===== src/rtl/vga_timing_gen.sv =====
// VGA raster timing generator: registered sync, blank, position and frame-start outputs.
// Define VGA_TIMING_GEN_PATTERN_EN for an 8-bar colour test pattern instead of a flat fill.
module vga_timing_gen #(
  parameter int c_h_visible = 640,
  parameter int c_h_front   = 16,
  parameter int c_h_sync    = 96,
  parameter int c_h_back    = 48,
  parameter int c_v_visible = 480,
  parameter int c_v_front   = 10,
  parameter int c_v_sync    = 2,
  parameter int c_v_back    = 33,
  parameter int c_sync_pol  = 0
) (
  input  logic        clk_pixel,
  input  logic        resetn,
  input  logic        clk_pixel_ena,
  output logic [7:0]  o_r,
  output logic [7:0]  o_g,
  output logic [7:0]  o_b,
  output logic        o_hsync,
  output logic        o_vsync,
  output logic        o_blank,
  output logic [11:0] o_x,
  output logic [11:0] o_y,
  output logic        o_frame
);

  localparam logic [11:0] H_VIS  = 12'(c_h_visible);
  localparam logic [11:0] HS_BEG = 12'(c_h_visible + c_h_front);
  localparam logic [11:0] HS_END = 12'(c_h_visible + c_h_front + c_h_sync);
  localparam logic [11:0] H_LAST = 12'(c_h_visible + c_h_front + c_h_sync + c_h_back - 1);
  localparam logic [11:0] V_VIS  = 12'(c_v_visible);
  localparam logic [11:0] VS_BEG = 12'(c_v_visible + c_v_front);
  localparam logic [11:0] VS_END = 12'(c_v_visible + c_v_front + c_v_sync);
  localparam logic [11:0] V_LAST = 12'(c_v_visible + c_v_front + c_v_sync + c_v_back - 1);
  localparam logic        SYNC_ON = (c_sync_pol != 0);

  logic [11:0] hc_q, hc_d, vc_q, vc_d;
  logic [11:0] x_q, y_q;
  logic        hs_q, vs_q, blank_q, frame_q;
  logic [7:0]  r_q, g_q, b_q;
  logic [7:0]  r_d, g_d, b_d;
  logic        h_wrap, active, hs_on, vs_on;

  always_comb begin
    h_wrap = (hc_q == H_LAST);
    hc_d   = hc_q;
    vc_d   = vc_q;
    if (clk_pixel_ena) begin
      if (h_wrap) begin
        hc_d = '0;
        vc_d = (vc_q == V_LAST) ? '0 : vc_q + 12'd1;
      end else begin
        hc_d = hc_q + 12'd1;
      end
    end
  end

  assign active = (hc_q < H_VIS) && (vc_q < V_VIS);
  assign hs_on  = (hc_q >= HS_BEG) && (hc_q < HS_END);
  assign vs_on  = (vc_q >= VS_BEG) && (vc_q < VS_END);

`ifdef VGA_TIMING_GEN_PATTERN_EN
  localparam int unsigned BAR_W    = (c_h_visible >= 8) ? c_h_visible / 8 : 1;
  localparam logic [11:0] BAR_LAST = 12'(BAR_W - 1);

  logic [11:0] bar_cnt_q, bar_cnt_d;
  logic [2:0]  bar_idx_q, bar_idx_d;

  // Bar index tracks hc in lock-step; bar 7 never advances so it absorbs the remainder.
  always_comb begin
    bar_cnt_d = bar_cnt_q;
    bar_idx_d = bar_idx_q;
    if (clk_pixel_ena) begin
      if (h_wrap) begin
        bar_cnt_d = '0;
        bar_idx_d = '0;
      end else if ((bar_cnt_q == BAR_LAST) && (bar_idx_q != 3'd7)) begin
        bar_cnt_d = '0;
        bar_idx_d = bar_idx_q + 3'd1;
      end else begin
        bar_cnt_d = bar_cnt_q + 12'd1;
      end
    end
  end

  always_ff @(posedge clk_pixel or negedge resetn) begin
    if (!resetn) begin
      bar_cnt_q <= '0;
      bar_idx_q <= '0;
    end else begin
      bar_cnt_q <= bar_cnt_d;
      bar_idx_q <= bar_idx_d;
    end
  end

  always_comb begin
    r_d = {8{bar_idx_q[2]}};
    g_d = {8{bar_idx_q[1]}};
    b_d = {8{bar_idx_q[0]}};
  end
`else
  always_comb begin
    r_d = 8'h50;
    g_d = 8'h30;
    b_d = 8'h20;
  end
`endif

  always_ff @(posedge clk_pixel or negedge resetn) begin
    if (!resetn) begin
      hc_q    <= '0;
      vc_q    <= '0;
      x_q     <= '0;
      y_q     <= '0;
      blank_q <= 1'b1;
      hs_q    <= ~SYNC_ON;
      vs_q    <= ~SYNC_ON;
      frame_q <= 1'b0;
      r_q     <= '0;
      g_q     <= '0;
      b_q     <= '0;
    end else begin
      hc_q <= hc_d;
      vc_q <= vc_d;
      if (clk_pixel_ena) begin
        x_q     <= hc_q;
        y_q     <= vc_q;
        blank_q <= ~active;
        hs_q    <= hs_on ? SYNC_ON : ~SYNC_ON;
        vs_q    <= vs_on ? SYNC_ON : ~SYNC_ON;
        frame_q <= (hc_q == '0) && (vc_q == '0);
        r_q     <= active ? r_d : '0;
        g_q     <= active ? g_d : '0;
        b_q     <= active ? b_d : '0;
      end
    end
  end

  assign o_x     = x_q;
  assign o_y     = y_q;
  assign o_blank = blank_q;
  assign o_hsync = hs_q;
  assign o_vsync = vs_q;
  assign o_frame = frame_q;
  assign o_r     = r_q;
  assign o_g     = g_q;
  assign o_b     = b_q;

endmodule


===== config.mk =====
export PLATFORM = sky130hd
export DESIGN_NAME = vga_timing_gen
export DESIGN_NICKNAME = d
export VERILOG_FILES = /design/src/rtl/vga_timing_gen.sv
export SDC_FILE = /design/constraint.sdc
export NUM_CORES = 1
export LEC_CHECK = 0
export BUFFER_PORTS_ARGS = -buffer_cell sky130_fd_sc_hd__buf_2
export CORE_AREA = 10 10 91 125
export DETAILED_ROUTE_END_ITERATION = 7
export DIE_AREA = 0 0 101 135
export PLACE_DENSITY = 0.55
export SKIP_CTS_REPAIR_TIMING = 1
export SLEW_MARGIN = 25
export SYNTH_ARGS = -nofsm -noshare
export SYNTH_HDL_FRONTEND = slang
export SYNTH_SLANG_ARGS = --single-unit

===== constraint.sdc =====
create_clock -name clk_pixel -period 4.35 [get_ports clk_pixel]
set_input_delay 0.435 -clock clk_pixel [delete_from_list [all_inputs] [get_ports clk_pixel]]
set_output_delay 0.435 -clock clk_pixel [all_outputs]
set_load 0.01 [all_outputs]

==> results.cfg <==
[floorplanning]
initial_core_util_pct = 29.4
coreArea_sq_um = 8980
rows = 41
dieArea_sq_um = 13600
die_h_um = 135
ios = 55
die_x_um = 101

[synth]
ys_warn_count = 0
yosysUniqueCellTypes = 45
synth-seq-area-share_pct = 50.4
ys_ff_latch = 53
synth_area_per_cell_sq_um = 11.2
syn_inst = 236
syn-cell-area_sq_um = 2640

[layout]
finalNetCount = 270
finish.instance_area_sq_um = 2930
drive_gt1_share_pct = 29.2
fill_cells = 925
antenna-diode-count = 0
area_delta_synth_final_pct = 11.0
multiInputGateArea_sq_um = 1100
register_area_sq_um = 1330
fin_util_pct = 32.7

[timing]
min_period_ns = 2.04
setup_tns_ns = 0
max-slew-margin-rel_pct = 45.0
tightest_slew_ns = 0.825
finalSetupViolations = 0
slew_violations = 0
min_period_over_period_pct = 46.9
fmax_mhz = 490
hold_viol = 0
finClkSkew_ns = 0.00643
setup_slack_ns = 2.31
rsz0062_at_grt = no

[detailed_routing]
drt-initial-drc-count = 83
ant_nets = 0
routedWlPerCell_um = 15.4
drt-total-wl_um = 5720
vias_per_cell = 4.76
num_vias = 1767
route.detailed.drc = 0
drtPass1Iterations = 4

[setup_path]
path_buf_inv = 1
crit_chain = buf_2 > nand2_1 > and4b_1 > and2_1 > a22o_1
crit_arrival_ns = 2.27
r2r-end = vc_q[4]
crit_slowest_cell = buf_2
max_stage_delay_ns = 0.63
rrSetupSlack_ns = 2.45
crit_path_start_kind = primary input
path_class = in2reg
r2r_cells = 6
r2r-start = vc_q[0]
crit_family = simple AND/OR/NAND/NOR gates
path_max_fanout = 41
cp_data_required_time_ns = 4.58
endpoint_kind = flip-flop

[cts]
h-tree-depth = 2
cts_tree = yes
clk_latency_ns = 0.29
clock_tree.buffer_depth = 2
clkSinkCount = 53
cts_buffers = 5
cts-root-buf = clkbuf_16
clkTransAtPathRegs_ns = 0.07

[placement]
routabilityCongestion = 0.743
numPortBuffers = 35
place_area_sq_um = 2790
dp_hpwl_um = 4150
dp_slack_ns = 2.01

[pwr]
cellPowerDensity_nw_per_um2 = 397
max-vdd-ir-drop_mv = 0.189
p_leak_nw = 1.38

[global_routing]
grt_max_degree = 54
top_usage_layer = met2
grt_usage_pct = 8.31
grt_pass1_vias = 1781
use_met2_pct = 14.7
use_met1_pct = 8.95
grt-ovfl-total = 0
antenna_found_initial = 0
grt_pass1_wl_um = 9230
grt_util_met3_pct = 2.91

[run_status]
status = complete, no violations

[hold_path]
hp-class = in2async

[run]
drv_cap = 0
==> state kept, by name (all words and copies together) (netlist names) <==
name,cells
o_vsync,1
o_blank,1
o_hsync,1
vc_q,12
o_y,12
o_g,1
o_x,12
hc_q,12
o_frame,1
==> per-stage QoR <==
stage	power [mW]	cells	hold WS (ns)
final	1.16	371	0.254
after global routing	1.22	371	0.328
after CTS	1.18	371	0.297
after detailed placement	0.788	363	0.483
after global placement	0.784	363	0.484
after floorplan	0.741	254	0.139
==> power breakdown <==
part           leakage [nW]  total, mW  internal, mW  switching (mW)
clock                0.0706      0.389         0.212           0.177
combinational         0.663      0.163        0.0772          0.0857
sequential            0.648      0.613         0.544          0.0687
total                  1.38       1.16         0.834           0.331
==> placed cells by master (no fill, tap or decap), types with 5 or more instances in the layout <==
cell type  count
dfrtp_1       50
buf_2         35
mux2_2        24
conb_1        19
nand3_1       16
inv_1         12
nor2_1        11
nand4_1       10
o21ai_0        9
xnor2_1        7
nor3_1         5
xor2_1         5
clkbuf_16      5
==> layout make-up <==
type / count / share of cell area [%]
clock buffers: 6 / 4.39
clock inverters: 2 / 0.341
inverters: 12 / 1.54
multi-input cells: 155 / 37.6
flip-flops and latches: 53 / 45.4
well taps: 107 / 4.56
repair buffers: 36 / 6.23
==> worst max path at each step <==
stage	startpoint	endpoint	slack, ns	cells after the start
after floorplan	vc_q[0]	vc_q[4]	2.81	6
after global placement	clk_pixel_ena	vc_q[8]	2.05	5
after detailed placement	clk_pixel_ena	vc_q[4]	2.01	5
after CTS	clk_pixel_ena	vc_q[4]	2.28	5
after global routing	clk_pixel_ena	vc_q[4]	2.10	5
final	clk_pixel_ena	vc_q[4]	2.31	5
==> metal layers <==
metal | up-vias | share of wire [%]
li1 | 840 | -
met1 | 873 | 38
met2 | 48 | 53
met3 | 6 | 8.0
met4 | 0 | 1.2
met5 | - | 0
==> cell usage after synthesis, drive strengths merged <==
library cell,count,area share [%]
o21a,1,0.28
nand3,16,3.0
a21oi,3,0.57
a22o,4,1.3
a31oi,2,0.47
o22a,1,0.33
and3,2,0.47
ha,4,1.9
nand4b,2,0.90
and4b,1,0.38
nor3b,1,0.28
nor2b,1,0.24
and4,3,0.99
nor2,11,1.6
conb,1,0.14
mux2i,1,0.38
nand4,11,2.8
nor3,7,1.7
nor4,2,0.71
or3,2,0.47
a21o,4,1.1
or2,1,0.24
and2,2,0.47
dfstp,3,3.0
o21ai,9,1.7
inv,12,1.7
mux2,24,10
buf,30,8.1
dfrtp,50,47
o22ai,1,0.24
xnor2,7,2.3
xor2,5,1.7
clkbuf,4,0.62
and4bb,2,0.95
nor4b,2,0.66
nand2,4,0.57
==> cell families after synthesis <==
logic type | Yosys count | synth area share (%)
adder cells (fa/ha/maj) | 4 | 1.89
XOR/XNOR | 12 | 3.98
multiplexers | 25 | 10.6
buffers and inverters | 46 | 10.5
AO/OA/AOI/OAI | 25 | 6.06
AND/OR/NAND/NOR | 70 | 16.5
other | 1 | 0.142
flip-flops | 53 | 50.4
(Power assumes the default switching activity.)
